**src/rtl/counter_sequencer_pkg.sv**
```systemverilog
// Shared definitions for the counter sequencer: FSM state encoding and the
// bit layout of one packed segment record {max, dir, laps, hold}.
package counter_sequencer_pkg;

  typedef logic [2:0] state_t;

  localparam state_t S_IDLE = 3'd0;
  localparam state_t S_LOAD = 3'd1;
  localparam state_t S_RUN  = 3'd2;
  localparam state_t S_HOLD = 3'd3;
  localparam state_t S_DONE = 3'd4;

  // Record layout, LSB first: hold, laps, dir, max.
  function automatic int rec_width(input int width, input int lapw, input int holdw);
    return width + 1 + lapw + holdw;
  endfunction

  function automatic int laps_lsb(input int holdw);
    return holdw;
  endfunction

  function automatic int dir_lsb(input int lapw, input int holdw);
    return lapw + holdw;
  endfunction

  function automatic int max_lsb(input int lapw, input int holdw);
    return lapw + holdw + 1;
  endfunction

endpackage

```
**src/rtl/counter_sequencer_seg_cfg_regfile.sv**
```systemverilog
// Segment program storage: one write port, an async read at i_raddr and a
// second async read at i_raddr+1 (wraps) used to look ahead to the next segment.
module seg_cfg_regfile
  import counter_sequencer_pkg::*;
#(
  parameter int NSEG  = 4,
  parameter int REC_W = rec_width(8, 4, 4),
  localparam int IW   = $clog2(NSEG)
) (
  input  logic             i_clk,
  input  logic             i_rst,
  input  logic             i_we,
  input  logic [IW-1:0]    i_waddr,
  input  logic [REC_W-1:0] i_wdata,
  input  logic [IW-1:0]    i_raddr,
  output logic [REC_W-1:0] o_rdata,
  output logic [REC_W-1:0] o_rdata_nxt
);

  logic [REC_W-1:0] r_mem [NSEG];
  logic [IW-1:0]    w_raddr_nxt;

  always_ff @(posedge i_clk or posedge i_rst) begin
    if (i_rst) begin
      for (int i = 0; i < NSEG; i++) r_mem[i] <= '0;
    end else if (i_we) begin
      r_mem[i_waddr] <= i_wdata;
    end
  end

  assign w_raddr_nxt = i_raddr + IW'(1);
  assign o_rdata     = r_mem[i_raddr];
  assign o_rdata_nxt = r_mem[w_raddr_nxt];

endmodule

```
**src/rtl/counter_sequencer.sv**
```systemverilog
// Sequences an external up/down counter through a stored list of segments,
// counting laps at the terminal value and inserting optional pause intervals.
module counter_sequencer
  import counter_sequencer_pkg::*;
#(
  parameter int WIDTH = 8,
  parameter int NSEG  = 4,
  parameter int LAPW  = 4,
  parameter int HOLDW = 4,
  localparam int IW   = $clog2(NSEG)
) (
  input  logic             i_clk,
  input  logic             i_rst,
  input  logic             i_cfg_we,
  input  logic [IW-1:0]    i_cfg_idx,
  input  logic [WIDTH-1:0] i_cfg_max,
  input  logic             i_cfg_dir,
  input  logic [LAPW-1:0]  i_cfg_laps,
  input  logic [HOLDW-1:0] i_cfg_hold,
  input  logic             i_start,
  input  logic             i_abort,
  input  logic [WIDTH-1:0] i_cnt_value,
  output logic             o_cnt_rst,
  output logic             o_cnt_dir,
  output logic [WIDTH-1:0] o_cnt_max,
  output logic             o_cnt_pause,
  output logic             o_busy,
  output logic             o_done,
  output logic [IW-1:0]    o_seg_idx,
  output logic             o_err
);

  localparam int REC_W    = rec_width(WIDTH, LAPW, HOLDW);
  localparam int LAPS_LSB = laps_lsb(HOLDW);
  localparam int DIR_LSB  = dir_lsb(LAPW, HOLDW);
  localparam int MAX_LSB  = max_lsb(LAPW, HOLDW);
  localparam logic [REC_W-1:0] REC_RST = REC_W'(1) << DIR_LSB;

  state_t           r_state, w_next;
  logic [REC_W-1:0] r_seg;
  logic [IW-1:0]    r_seg_idx;
  logic [LAPW-1:0]  r_laps;
  logic [HOLDW-1:0] r_hold;
  logic             r_arm, r_err, r_empty_done;

  logic [REC_W-1:0] w_wr_rec, w_rd, w_rd_nxt, w_seg0, w_load_rec;
  logic [IW-1:0]    w_raddr;
  logic [WIDTH-1:0] w_seg_max, w_term;
  logic             w_seg_dir;
  logic [LAPW-1:0]  w_seg_laps, w_laps_inc;
  logic [HOLDW-1:0] w_seg_hold;
  logic             w_idle_like, w_busy, w_wr_en, w_start_ok, w_seg0_empty;
  logic             w_hit, w_lap_exit, w_hold_exit, w_last;

  seg_cfg_regfile #(.NSEG(NSEG), .REC_W(REC_W)) u_regfile (
    .i_clk       (i_clk),
    .i_rst       (i_rst),
    .i_we        (w_wr_en),
    .i_waddr     (i_cfg_idx),
    .i_wdata     (w_wr_rec),
    .i_raddr     (w_raddr),
    .o_rdata     (w_rd),
    .o_rdata_nxt (w_rd_nxt)
  );

  assign w_idle_like = (r_state == S_IDLE) || (r_state == S_DONE);
  assign w_busy      = (r_state == S_LOAD) || (r_state == S_RUN) || (r_state == S_HOLD);
  assign w_wr_en     = i_cfg_we && !w_busy;
  assign w_wr_rec    = {i_cfg_max, i_cfg_dir, i_cfg_laps, i_cfg_hold};
  assign w_raddr     = w_idle_like ? '0 : r_seg_idx;

  // A write to segment 0 on the start edge must be seen by the start check.
  assign w_seg0       = (w_wr_en && (i_cfg_idx == '0)) ? w_wr_rec : w_rd;
  assign w_seg0_empty = (w_seg0[LAPS_LSB +: LAPW] == '0);
  assign w_start_ok   = w_idle_like && i_start && !i_abort;
  assign w_load_rec   = w_idle_like ? w_seg0 : w_rd_nxt;

  assign w_seg_max  = r_seg[MAX_LSB +: WIDTH];
  assign w_seg_dir  = r_seg[DIR_LSB];
  assign w_seg_laps = r_seg[LAPS_LSB +: LAPW];
  assign w_seg_hold = r_seg[0 +: HOLDW];

  assign w_term      = w_seg_dir ? w_seg_max : '0;
  assign w_laps_inc  = (&r_laps) ? r_laps : r_laps + LAPW'(1);
  assign w_hit       = (r_state == S_RUN) && r_arm && (i_cnt_value == w_term);
  assign w_lap_exit  = w_hit && (w_laps_inc == w_seg_laps);
  assign w_hold_exit = (r_hold == w_seg_hold - HOLDW'(1));
  assign w_last      = (r_seg_idx == IW'(NSEG - 1)) || (w_rd_nxt[LAPS_LSB +: LAPW] == '0);

  always_ff @(posedge i_clk or posedge i_rst) begin
    if (i_rst) r_state <= S_IDLE;
    else       r_state <= w_next;
  end

  always_comb begin
    w_next = r_state;
    case (r_state)
      S_IDLE, S_DONE: w_next = (w_start_ok && !w_seg0_empty) ? S_LOAD : S_IDLE;
      S_LOAD:         w_next = S_RUN;
      S_RUN: begin
        if (w_lap_exit) begin
          if (w_seg_hold != '0) w_next = S_HOLD;
          else                  w_next = w_last ? S_DONE : S_LOAD;
        end
      end
      S_HOLD:  if (w_hold_exit) w_next = w_last ? S_DONE : S_LOAD;
      default: w_next = S_IDLE;
    endcase
    if (i_abort && w_busy) w_next = S_IDLE;
  end

  // Segment record, index and lap/hold counters; seg_idx survives abort.
  always_ff @(posedge i_clk or posedge i_rst) begin
    if (i_rst) begin
      r_seg        <= REC_RST;
      r_seg_idx    <= '0;
      r_laps       <= '0;
      r_hold       <= '0;
      r_arm        <= 1'b0;
      r_err        <= 1'b0;
      r_empty_done <= 1'b0;
    end else begin
      r_empty_done <= w_start_ok && w_seg0_empty;
      if (w_start_ok) r_err <= w_seg0_empty;
      if (w_next == S_LOAD) begin
        r_seg     <= w_load_rec;
        r_seg_idx <= w_idle_like ? '0 : r_seg_idx + IW'(1);
        r_laps    <= '0;
        r_hold    <= '0;
        r_arm     <= 1'b0;
      end else begin
        if (r_state == S_RUN)  r_arm  <= 1'b1;
        if (w_hit)             r_laps <= w_laps_inc;
        if (r_state == S_HOLD) r_hold <= r_hold + HOLDW'(1);
      end
    end
  end

  always_comb begin
    o_busy      = w_busy;
    o_cnt_rst   = (r_state == S_LOAD);
    o_cnt_pause = (r_state != S_RUN);
    o_done      = (r_state == S_DONE) || r_empty_done;
    o_cnt_max   = w_seg_max;
    o_cnt_dir   = w_seg_dir;
    o_seg_idx   = r_seg_idx;
    o_err       = r_err;
  end

endmodule

```
**config.mk**
```make
export PLATFORM = sky130hd
export DESIGN_NAME = counter_sequencer
export DESIGN_NICKNAME = d
export VERILOG_FILES = /design/src/rtl/counter_sequencer_pkg.sv /design/src/rtl/counter_sequencer_seg_cfg_regfile.sv /design/src/rtl/counter_sequencer.sv
export SDC_FILE = /design/constraint.sdc
export NUM_CORES = 1
export LEC_CHECK = 0
export ABC_AREA = 1
export CAP_MARGIN = 20
export CORE_ASPECT_RATIO = 0.6
export CORE_MARGIN = 5
export CORE_UTILIZATION = 30
export CTS_CLUSTER_DIAMETER = 120
export DETAILED_ROUTE_END_ITERATION = 8
export GPL_TIMING_DRIVEN = 0
export SLEW_MARGIN = 10
export SYNTH_ARGS = -nofsm -noshare
export SYNTH_HDL_FRONTEND = slang
export SYNTH_SLANG_ARGS = --single-unit
export TNS_END_PERCENT = 30
```
**constraint.sdc**
```tcl
create_clock -name i_clk -period 2.8 [get_ports i_clk]
set_input_delay 0.42 -clock i_clk [delete_from_list [all_inputs] [get_ports i_clk]]
set_output_delay 0.42 -clock i_clk [all_outputs]
set_load 0.05 [all_outputs]
```
Yosys cells after proc, flatten, opt, wreduce, memory -nomap -nowiden
Index checks and enable logic that the tools add are counted.
Cells by class
  $add $sub $neg: 5
  order comparisons: 4
  equality and inequality tests: 10
  mux-type cells: 28
  bitwise gates (word level): 3
  reduce and logical (&&, ||, !) cells: 29
Operator list (count)
  17-bit 2-to-1 mux: 7
  17-bit binary-select mux with 2-bit select: 2
  68-bit bitwise mux: 1
  17-bit demux with 2-bit select: 1
  4-bit 2-to-1 mux: 5
  3-bit 2-to-1 mux: 5
  3-bit one-hot mux with 4 select lines: 1
  1-bit logical AND: 11
  3-bit greater-or-equal comparator (second input constant): 3
  2-bit NOT with 3-bit output: 3
  4-bit by 1-bit adder with 4-bit output (second input constant): 2
  4-bit equality test: 2
  8-bit equality test: 1
  4-bit logical NOT: 2
  8-bit 2-to-1 mux: 1
  3-bit by 1-bit equality test with 1-bit output (second input constant): 2
  3-bit by 2-bit equality test with 1-bit output (second input constant): 2
  2-bit nonzero test: 3
  1-bit logical OR: 5
  2-bit by 1-bit adder with 2-bit output (second input constant): 2
  2-bit 2-to-1 mux: 2
  4-bit AND reduction: 1
  4-bit nonzero test: 1
  4-bit by 1-bit subtractor with 4-bit output (second input constant): 1
  other kinds (9): 13
Storage, ports and cells
  register bits after elaboration: 101
  input port bits: 32
  output and inout bits: 16
  logic and storage cells: 91

Logic depth before layout (Yosys ltp)
Gate-level depths: netlist of the first run.
  depth after elaboration: 17
  gate-level depth with buffers: 19
  gate-level depth less buffers: 16

Hierarchy
Synthesis of the first run repeated with hierarchy kept, for this count alone.
Second synthesis, totals
  cells, all modules: 1074
  area total of the unflattened synthesis: 7014.2 um^2
By module, submodules not included
  seg_cfg_regfile: times used 1, cells an instance 664, area each 4271.6 um^2, seq. area each 1701.6 um^2
  counter_sequencer: times used 1, cells an instance 410, area each 2742.6 um^2, seq. area each 827.0 um^2

Worst setup path after synthesis of the first run
No wires, ideal clock.
  path kind: reg2reg
  start point: reg r_seg[8]
  end point: reg r_seg_idx[0], in the netlist o_seg_idx[0]
  setup time: 0.117 ns
  arrival time: 2.223 ns
  required time: 2.683 ns
  setup slack: 0.460 ns
  stages on the path, launching flop included: 15
  buffers on the path: 2
  period minus slack after synthesis: 2.340 ns
  cell sequence: dfstp_2 > clkbuf_1 > nand2_1 > xnor2_1 > nor2_1 > nand3_1 > nor2_2 > nand3_1 > nand2_1 > nand2_1 > nand2_1 > nand3_4 > buf_4 > nand2_1 > nand2_1
On the way
  word-level cells in the longest chain between the ends: 8
RTL lines
  from (decl): RTL line counter_sequencer.sv:40  | logic [REC_W-1:0] r_seg;
  from (signal assigned): RTL line counter_sequencer.sv:126  | r_seg <= w_load_rec;
  8-bit 2-to-1 mux: RTL line counter_sequencer.sv:83  | assign w_term = w_seg_dir ? w_seg_max : '0;
  8-bit equality test: RTL line counter_sequencer.sv:85  | assign w_hit = (r_state == S_RUN) && r_arm && (i_cnt_value == w_term);
  1-bit logical AND: RTL line counter_sequencer.sv:85
  1-bit logical AND: RTL line counter_sequencer.sv:86  | assign w_lap_exit = w_hit && (w_laps_inc == w_seg_laps);
  3-bit 2-to-1 mux: RTL line counter_sequencer.sv:101  | if (w_lap_exit) begin
  3-bit one-hot mux with 4 select lines: RTL line counter_sequencer.sv:97  | case (r_state)
  3-bit 2-to-1 mux: RTL line counter_sequencer.sv:109  | if (i_abort && w_busy) w_next = S_IDLE;
  3-bit by 1-bit equality test with 1-bit output: RTL line counter_sequencer.sv:125  | if (w_next == S_LOAD) begin
  to (signal assigned): RTL line counter_sequencer.sv:127  | r_seg_idx <= w_idle_like ? '0 : r_seg_idx + IW'(1);
  to (decl): RTL line counter_sequencer.sv:41  | logic [IW-1:0] r_seg_idx;
Every way passes these cells.
A chain may end at the register's enable or synchronous reset.

Worst setup path in the final report of the first run
  start point: reg r_seg_idx[1], in the netlist o_seg_idx[1]
  end point: reg r_seg_idx[0], in the netlist o_seg_idx[0]
On the way
  word-level cells in the longest chain between the ends: 14
  elaborated cells between the ends (all ways): 25
  those cells by class: add/sub: 1; eq/ne: 2; mux: 15; bitwise: 2; reduce/logical: 5
RTL lines
  2-bit 2-to-1 mux: RTL line counter_sequencer.sv:70  | assign w_raddr = w_idle_like ? '0 : r_seg_idx;
  2-bit by 1-bit adder with 2-bit output: RTL line counter_sequencer_seg_cfg_regfile.sv:31  | assign w_raddr_nxt = i_raddr + IW'(1);
  2-bit NOT with 3-bit output (not written as such): RTL line counter_sequencer_seg_cfg_regfile.sv:33  | assign o_rdata_nxt = r_mem[w_raddr_nxt];
  17-bit binary-select mux with 2-bit select: RTL line counter_sequencer_seg_cfg_regfile.sv:33
  17-bit 2-to-1 mux (not written as such) (2 in a row): RTL line counter_sequencer_seg_cfg_regfile.sv:33
  4-bit logical NOT: RTL line counter_sequencer.sv:88  | assign w_last = (r_seg_idx == IW'(NSEG - 1)) || (w_rd_nxt[LAPS_LSB +: LAPW] == '0);
  1-bit logical OR: RTL line counter_sequencer.sv:88
  3-bit 2-to-1 mux: RTL line counter_sequencer.sv:103, counter_sequencer.sv:106
  3-bit 2-to-1 mux: RTL line counter_sequencer.sv:102  | if (w_seg_hold != '0) w_next = S_HOLD;
  3-bit 2-to-1 mux: RTL line counter_sequencer.sv:101
  3-bit one-hot mux with 4 select lines *: RTL line counter_sequencer.sv:97
  3-bit 2-to-1 mux *: RTL line counter_sequencer.sv:109
  3-bit by 1-bit equality test with 1-bit output *: RTL line counter_sequencer.sv:125
Every way passes the cells marked *; elsewhere a longest branch is shown, timed or not. The select of a mux whose other input is x is not followed.

==> impl_metrics.ini, run 1 <==
[finish]
n_fill_cell = 1991
layout_common_cells = 240 x nand2_1, 119 x o21ai_0, 100 x dfrtp_1
nets = 875
antennaDiodeCount = 0
fin_util = 0.367
syn_to_final_growth_pct = 20.9
drive_gt1_frac = 0.0890
final_common_cell = nand2_1

[logic_synthesis]
seq_area_frac_synth = 0.441
syn_area_per_cell_um2 = 7.36
ys_ff_latch = 101
synth_cell_types = 35
syn_area_um2 = 5730
synthCells = 779
synthFlopType = dfrtp_1
syn_nets = 816
yosys_warnings = 0
ys_async_sr_fraction = 1.00
synth_edf_count = 0

[cts]
clock_latency_ns = 0.36
cts_root_buf = clkbuf_16
clk_pin_slew_worst_paths_ns = 0.08
cts_tree = yes
cts.sinks = 101
cts_buffers = 9
cts_buffer_depth = 2
htreeDepth = 3

[setup_path]
path_max_fanout = 10
path_cells = inv_2, a21oi_4, nand2_4, inv_2, nand2_1, nand2_1, nor2_1, nand2_1, nand2_1, nand2_1, nand2_2, nand3_4, nand3_4, buf_4, nand2_1, nand2_1
crit_type = reg2reg
slowest_delay_ns = 0.59
crit_path_frequent_cell = nand2_1
cp_data_required_time_ns = 3.06
crit_buf_inv = 3
cp-start-kind = flop
arrival_ns = 2.87
cp-end-kind = flop
cp_top_family = simple AND/OR/NAND/NOR gates
crit_slowest_cell = dfrtp_1

[job]
max_cap_violations = 0

[routing]
routed_wl_um = 17200
vias_per_cell = 4.98
ant_nets = 0
avgRoutedWirePerCell_um = 15.8
vias = 5423
drt_iter0_drc = 693
drc = 0
first_pass_iters = 6

[timing]
hold_viol_final = 0
fin_skew_ns = 0.0133
max-slew-margin-rel = 0.466
period_needed_ns = 2.61
finalMaxSlewViolations = 0
fin_crit_sh = 0.933
holdWs_ns = 0.489
fin_tns_setup_ns = 0
worst_pin_slew_ns = 0.794
finalSetupViolCount = 0
max_freq_mhz = 383
worst_slack_ns = 0.186

[power]
ir_drop_mv = 0.408
leakagePower_nw = 3.36
power_density_nw_per_um2 = 1120

[floorplan]
row_count = 39
die_height_um = 117
initial_core_util = 0.303
coreArea_um2 = 18900
ios = 48
die_w_um = 188
fp.dieArea_um2 = 22100

[outcome]
outcome = complete, no violations

[global_routing]
grt_max_degree = 32
overflow = 0
grtUsageTotal = 0.163
grt_pass1_wl_um = 28100
antenna_found_initial = 0
grt_pass1_vias = 5061

[placed_design]
dp_slack_ns = -0.274
place_congestion = 0.899
port_buffers = 47
dp_hpwl_um = 12900

[worst_hold_path]
hold_path.class = reg2reg
[tightest hold or removal path: stages, from the launching register on]
cell,delay (ns)
dfrtp_1,0.34
nand2_1,0.05
o21ai_0,0.06
[report_power, final]
part | leakage, nW | total, mW | internal, mW | switching (mW)
Clock | 0.165 | 1.42 | 0.818 | 0.602
Combinational | 1.93 | 3.73 | 1.32 | 2.41
Sequential | 1.27 | 2.62 | 2.11 | 0.508
Total | 3.36 | 7.77 | 4.25 | 3.52
[cells in the mapped netlist, drive strengths merged, types with 6 or more instances]
cell / n / area share
a21oi: 30 / 0.028
a31oi: 9 / 0.0098
buf: 21 / 0.028
clkbuf: 25 / 0.016
dfrtp: 100 / 0.44
inv: 88 / 0.058
nand2: 245 / 0.16
nand3: 27 / 0.030
nand4: 23 / 0.025
nor2: 45 / 0.032
o211ai: 6 / 0.0079
o21ai: 120 / 0.10
xnor2: 6 / 0.0092
xor2: 8 / 0.012
[cells by family (layout without fill, tap and decap cells)]
family / after synthesis / in the layout / synth area share
DFF: 101 / 101 / 0.441
adders and majority gates: 5 / 5 / 0.0109
buffers and inverters: 134 / 198 / 0.102
AOI/OAI and AO/OA: 170 / 170 / 0.157
and+or+nand+nor: 355 / 355 / 0.268
xor gates and xnor gates: 14 / 14 / 0.0214
[final cells by class]
type / count / area [um2] / share of cell area
repair buffers: 50 / 537 / 0.0775
clock inverters: 6 / 93.8 / 0.0135
well taps: 246 / 308 / 0.0444
flip-flops and latches: 101 / 2530 / 0.365
clock buffers: 10 / 239 / 0.0345
plain buffers: 44 / 250 / 0.0361
multi-input cells: 544 / 2640 / 0.381
inverters: 88 / 334 / 0.0482
[metrics by stage]
stage                     instances  power, mW  cell area, um2
after floorplan                 779       5.17            5730
after global placement         1072       6.24            6510
after detailed placement       1075       6.31            6580
after CTS                      1091       7.75            6920
after global routing           1089       8.40            6930
final                          1089       7.77            6930
[registers in the layout, indices dropped and copies added (netlist names)]
signal           count
r_laps               4
r_empty_done         1
r_seg               17
u_regfile.r_mem     68
r_arm                1
r_state              3
r_hold               4
o_err                1
o_seg_idx            2
[final timing paths]
| path | start | end | slack [ns] | depth (start not counted) |
|---|---|---|---|---|
| setup / recovery | o_seg_idx[1]$_DFFE_PP0N_ | o_seg_idx[0]$_DFFE_PP0N_ | 0.19 | 16 |
| hold / removal | u_regfile.r_mem[18]$_DFFE_PP0P_ | u_regfile.r_mem[18]$_DFFE_PP0P_ | 0.49 | 2 |
| setup reg to reg | o_seg_idx[1]$_DFFE_PP0N_ | o_seg_idx[0]$_DFFE_PP0N_ | 0.19 | 16 |
| hold reg to reg | u_regfile.r_mem[18]$_DFFE_PP0P_ | u_regfile.r_mem[18]$_DFFE_PP0P_ | 0.49 | 2 |
| max in group asynchronous | i_rst | u_regfile.r_mem[30]$_DFFE_PP0P_ | 1.51 | 4 |
| min in group asynchronous | i_rst | o_seg_idx[1]$_DFFE_PP0N_ | 0.50 | 2 |
[repair_timing]
action	in CTS	in global routing
endpoints found under the setup margin	21	27
setup buffers	0	0
hold buffers	0	0
gates resized for setup	2	8
pin swaps	0	0
[per-layer routing]
| metal | vias up | global-route usage | wire, um |
|---|---|---|---|
| met2 | 217 | 0.226 | 6760 |
| met5 | - | 0 | 0 |
| met3 | 13 | 0.0442 | 1500 |
| met1 | 2565 | 0.255 | 8820 |
| li1 | 2628 | - | - |
| met4 | 0 | 0.0277 | 121 |
(Power assumes the default switching activity.)
==> run 2: changes to the inputs <==
--- a/config.mk
+++ b/config.mk
@@ -9,10 +9,11 @@
 export CAP_MARGIN = 20
 export CORE_ASPECT_RATIO = 0.6
 export CORE_MARGIN = 5
-export CORE_UTILIZATION = 30
+export CORE_UTILIZATION = 58
 export CTS_CLUSTER_DIAMETER = 120
 export DETAILED_ROUTE_END_ITERATION = 8
 export GPL_TIMING_DRIVEN = 0
+export PLACE_DENSITY = 0.8
 export SLEW_MARGIN = 10
 export SYNTH_ARGS = -nofsm -noshare
 export SYNTH_HDL_FRONTEND = slang
==> constraint.sdc (replaced) <==
create_clock -name i_clk -period 2.45 [get_ports i_clk]
set_input_delay 0.3675 -clock i_clk [delete_from_list [all_inputs] [get_ports i_clk]]
set_output_delay 0.3675 -clock i_clk [all_outputs]
set_load 0.05 [all_outputs]
==> impl_metrics.ini, run 2 (synthesis results as in run 1) <==
[setup_path]
path_max_fanout = 10
cp_data_required_time_ns = 2.74
crit_start = r_state[0]$_DFF_PP0_
cp-end-kind = flop
crit_path_frequent_cell = nand2_1
arrival_ns = 2.70
path_cells = inv_4, nand2_4, nand2_1, inv_2, nor2_4, nand3_4, buf_8, clkbuf_1, o21ai_0, a21oi_1, a31oi_1, nand4_1, nand2_1
r2r_start = r_state[0]$_DFF_PP0_
crit_slowest_cell = dfrtp_2
slowest_delay_ns = 0.45
cp-start-kind = flop
crit_type = reg2reg
crit_buf_inv = 4
cp_top_family = simple AND/OR/NAND/NOR gates

[finish]
nets = 887
top_regs = u_regfile.r_mem (68), r_seg (17)
final-seq-area_um2 = 2530
largest_reg_flops = 68
n_fill_cell = 799
antennaDiodeCount = 0
regMostFlops = u_regfile.r_mem
syn_to_final_growth_pct = 21.2
multi_input_area_um2 = 2710
instances_no_fill = 990
fin_util = 0.713
final_common_cell = nand2_1
drive_gt1_frac = 0.124
layout_common_cells = 237 x nand2_1, 118 x o21ai_0, 97 x dfrtp_1

[global_routing]
antenna_found_initial = 0
grt_pass1_vias = 5294
overflow = 0
grt_pass1_wl_um = 27300
grt_max_degree = 33
grtUsageTotal = 0.285

[routing]
ant_nets = 0
topRoutingLayerUsed = met4
dr_wl_met2_um = 7460
vias_per_cell = 5.73
avgRoutedWirePerCell_um = 17.2
wl_met1_um = 7840
routed_wl_um = 17000
drc = 0
vias = 5672
first_pass_iters = 5
drt_iter0_drc = 706
dr_wl_met3_um = 1550

[job]
max_cap_violations = 0

[timing]
max_freq_mhz = 415
fin_tns_setup_ns = 0
finalMaxSlewViolations = 0
fin_skew_ns = 0.0148
fin_crit_sh = 0.983
hold_viol_final = 0
finalSetupViolCount = 0
period_needed_ns = 2.41
worst_pin_slew_ns = 0.692
max-slew-margin-rel = 0.539
rsz0062_at_grt = true

[floorplan]
coreArea_um2 = 9740
row_count = 28
ios = 48
die_height_um = 87.0
initial_core_util = 0.588
die_w_um = 138
fp.dieArea_um2 = 12000

[power]
combPwrFrac = 0.510
switchingPower_mw = 4.18
netSwitchingFraction = 0.464
ir_drop_mv = 0.619
internal-power_mw = 4.83
pwr-share-seq = 0.334
power_density_nw_per_um2 = 1300
clockPowerShare = 0.156
leakagePower_nw = 3.43

[cts]
htreeDepth = 3
cts_buffer_depth = 2
cts.sinks = 101
cts_hold_buffers = 0
clock_latency_ns = 0.36
cts_buffers = 9
clk_pin_slew_worst_paths_ns = 0.08
cts_root_buf = clkbuf_16
cts_tree = yes

[outcome]
outcome = complete, no violations

[placed_design]
place_inst = 964
place_congestion = 0.927
dp_hpwl_um = 12400
port_buffers = 47

[worst_hold_path]
hold_path.class = in2async
[run 2: cell types whose count changed in the layout (fill, tap and decap cells not counted), sizes merged]
cell / delta
dlygate4sd2: -1
clkdlybuf4s15: +1
dlymetal6s2s: +1
bufinv: -2
inv: +2
buf: +9
clkdlybuf4s50: -1
clkbuf: +2
clkinv: -1
clkinvlp: +2
[run 2: final timing paths]
path / end / slack [ns] / depth (start not counted)
setup / recovery: r_seg[10]$_DFFE_PP0N_ / 0.04 / 13
hold / removal: u_regfile.r_mem[35]$_DFFE_PP0P_ / 0.42 / 2
setup reg to reg: r_seg[10]$_DFFE_PP0N_ / 0.04 / 13
hold reg to reg: u_regfile.r_mem[43]$_DFFE_PP0P_ / 0.50 / 2
max in group asynchronous: r_state[0]$_DFF_PP0_ / 1.25 / 4
min in group i_clk: u_regfile.r_mem[43]$_DFFE_PP0P_ / 0.50 / 2
[run 2: power groups by stage]
stage / registers, mW / clock network (mW) / logic (mW)
3_3_place_gp: 2.95 / 0 / 4.03
6_report: 3.01 / 1.40 / 4.60
3_5_place_dp: 2.98 / 0 / 4.19
4_1_cts: 2.98 / 1.40 / 4.22
2_1_floorplan: 2.92 / 0 / 2.99
5_1_grt: 3.09 / 1.46 / 5.03
[run 2: area by class of cell]
type / count / area share
Buffer: 43 / 0.0396
Clock buffer: 9 / 0.0324
Clock inverter: 7 / 0.00793
Inverter: 88 / 0.0485
Multi-Input combinational cell: 544 / 0.389
Sequential cell: 101 / 0.365
Tap cell: 135 / 0.0243
Timing Repair Buffer: 63 / 0.0933
[run 2: through the flow]
stage / hold slack (ns) / power (mW) / worst slack, ns / area (um2)
after detailed placement: 0.476 / 7.17 / -0.451 / 6440
after global routing: 0.474 / 9.58 / -0.0340 / 6950
after CTS: 0.443 / 8.61 / 0.000315 / 6760
final: 0.422 / 9.01 / 0.0425 / 6950
after floorplan: 0.448 / 5.91 / 0.110 / 5730
after global placement: 0.468 / 6.98 / -0.429 / 6370
[run 2: repair_timing]
action,in CTS,in global routing
setup endpoints to repair,35,31
pin swaps,1,9
setup buffers,2,11
gates resized for setup,11,33
[run 2: layer usage]
metal / GRT usage / vias up
li1: - / 2660
met1: 0.420 / 2709
met2: 0.432 / 275
met3: 0.0625 / 28
met4: 0.0691 / 0
met5: 0 / -
==> run 3: changes to the inputs <==
--- a/config.mk
+++ b/config.mk
@@ -13,7 +13,7 @@
 export CTS_CLUSTER_DIAMETER = 120
 export DETAILED_ROUTE_END_ITERATION = 8
 export GPL_TIMING_DRIVEN = 0
-export PLACE_DENSITY = 0.8
+export PLACE_DENSITY_LB_ADDON = 0.15
 export SLEW_MARGIN = 10
 export SYNTH_ARGS = -nofsm -noshare
 export SYNTH_HDL_FRONTEND = slang
==> constraint.sdc (replaced) <==
create_clock -name i_clk -period 2.56 [get_ports i_clk]
set_input_delay 0.384 -clock i_clk [delete_from_list [all_inputs] [get_ports i_clk]]
set_output_delay 0.384 -clock i_clk [all_outputs]
set_load 0.05 [all_outputs]
==> impl_metrics.ini, run 3 (synthesis results as in run 1) <==
[cts]
cts_buffer_depth = 2
cts.sinks = 101
cts_hold_buffers = 0
htreeDepth = 3
cts_tree = yes
clk_pin_slew_worst_paths_ns = 0.07
cts_root_buf = clkbuf_16
cts_buffers = 9
clock_latency_ns = 0.36

[timing]
rsz0062_at_grt = true
fin_skew_ns = 0.00773
fin_crit_sh = 0.952
period_needed_ns = 2.44
max_freq_mhz = 410
hold_viol_final = 0
finalMaxSlewViolations = 0
holdWs_ns = 0.464
worst_pin_slew_ns = 0.701
max-slew-margin-rel = 0.533
finalSetupViolCount = 0

[routing]
drt_iter0_drc = 532
routed_wl_um = 16400
ant_nets = 0
vias = 5594
avgRoutedWirePerCell_um = 16.8
drc = 0
first_pass_iters = 7
vias_per_cell = 5.70

[finish]
top_regs = u_regfile.r_mem (68), r_seg (17)
final_common_cell = nand2_1
largest_reg_flops = 68
drive_gt1_frac = 0.105
syn_to_final_growth_pct = 18.7
regMostFlops = u_regfile.r_mem
layout_common_cells = 240 x nand2_1, 118 x o21ai_0, 97 x dfrtp_1
nets = 879
antennaDiodeCount = 0

[job]
max_cap_violations = 0

[setup_path]
path_cells = inv_2, nand2_2, buf_6, clkbuf_2, o21bai_1, clkdlybuf4s15_1
crit_slowest_cell = clkdlybuf4s15_1
cp_top_family = buffers and inverters
crit_type = reg2out
slowest_delay_ns = 0.51
cp-end-kind = primary output
cp-start-kind = flop
r2r_slack_ns = 0.13
crit_buf_inv = 4
r2r_start = r_state[0]$_DFF_PP0_
worstRegToRegCells = 13
reg2reg_to = r_seg[10]$_DFFE_PP0N_
arrival_ns = 2.05
path_max_fanout = 10
cp_data_required_time_ns = 2.18

[floorplan]
ios = 48
coreArea_um2 = 9740
initial_core_util = 0.588
die_w_um = 138
fp.dieArea_um2 = 12000
row_count = 28
die_height_um = 87.0

[global_routing]
grt_pass1_wl_um = 27000
use_met1 = 0.405
grt_max_degree = 39
gr-usage-met2 = 0.435
grt-busiest-layer = met2
grt_pass1_vias = 5325
antenna_found_initial = 0
gr-usage-met3 = 0.0669
grtUsageTotal = 0.281
overflow = 0

[power]
ir_drop_mv = 0.561
leakagePower_nw = 3.35
finalPower_mw = 8.36
pwr-share-seq = 0.343
netSwitchingFraction = 0.464
clockPowerShare = 0.160
power_density_nw_per_um2 = 1230
internal-power_mw = 4.48
combPwrFrac = 0.497
switchingPower_mw = 3.88

[outcome]
outcome = complete, no violations

[placed_design]
port_buffers = 47
dp_hpwl_um = 12000
place_congestion = 0.935

[worst_hold_path]
hold_path.class = in2async
-- run 3: cell types whose count changed in the layout (fill, tap and decap cells not counted), sizes merged --
cell / delta
dlymetal6s2s: -1
clkdlybuf4s50: +1
clkinvlp: -1
buf: -4
clkbuf: -4
-- run 3: power by group through the flow --
stage,logic (mW),registers [mW],clock network [mW]
floorplan,2.86,2.79,0
global placement,3.85,2.82,0
detailed placement,3.99,2.84,0
CTS,4.03,2.83,1.34
global route,4.59,2.96,1.40
finish,4.15,2.87,1.34
-- run 3: timing repair --
item | 4_1_cts | 5_1_grt
setup buffers | 0 | 5
pin swaps | 0 | 1
setup endpoints to repair | 25 | 30
gates resized for setup | 6 | 22
gates cloned | 0 | 0
-- run 3: per-stage QoR --
| stage | area [um2] | worst slack (ns) | TNS, ns | util | cells |
|---|---|---|---|---|---|
| final | 6800 | 0.122 | 0 | 0.698 | 981 |
| after global routing | 6800 | -0.0578 | -0.387 | 0.698 | 981 |
| after CTS | 6710 | 0.00244 | 0 | 0.689 | 978 |
| after detailed placement | 6410 | -0.376 | -10.08 | 0.659 | 963 |
| after global placement | 6370 | -0.355 | -11.48 | 0.654 | 961 |
| after floorplan | 5730 | 0.220 | 0 | - | 779 |
-- run 3: worst max path at each step --
stage	startpoint	to	slack [ns]	cells after the start
finish	r_state[0]$_DFF_PP0_	o_done	0.12	6
global route	r_laps[0]$_DFFE_PP0P_	r_seg[8]$_DFFE_PP1N_	-0.06	14
CTS	r_state[0]$_DFF_PP0_	o_seg_idx[0]$_DFFE_PP0N_	0.002	18
detailed placement	i_cfg_idx[0]	o_seg_idx[0]$_DFFE_PP0N_	-0.38	14
global placement	i_cfg_idx[0]	o_seg_idx[0]$_DFFE_PP0N_	-0.36	14
floorplan	r_seg[8]$_DFFE_PP1N_	o_seg_idx[0]$_DFFE_PP0N_	0.22	14
-- run 3: layout make-up --
cell class | instances | area [um2]
clock inverters | 6 | 56.3
fillers | 814 | 2940
well taps | 135 | 169
multi-input cells | 544 | 2670
inverters | 88 | 334
repair buffers | 54 | 548
flip-flops and latches | 101 | 2530
clock buffers | 9 | 225
plain buffers | 44 | 265
-- run 3: metal layers --
layer / part of all wire / routed length (um)
met2: 0.43 / 7130
met4: 0.0090 / 148
met5: 0 / 0
met1: 0.45 / 7450
met3: 0.10 / 1700
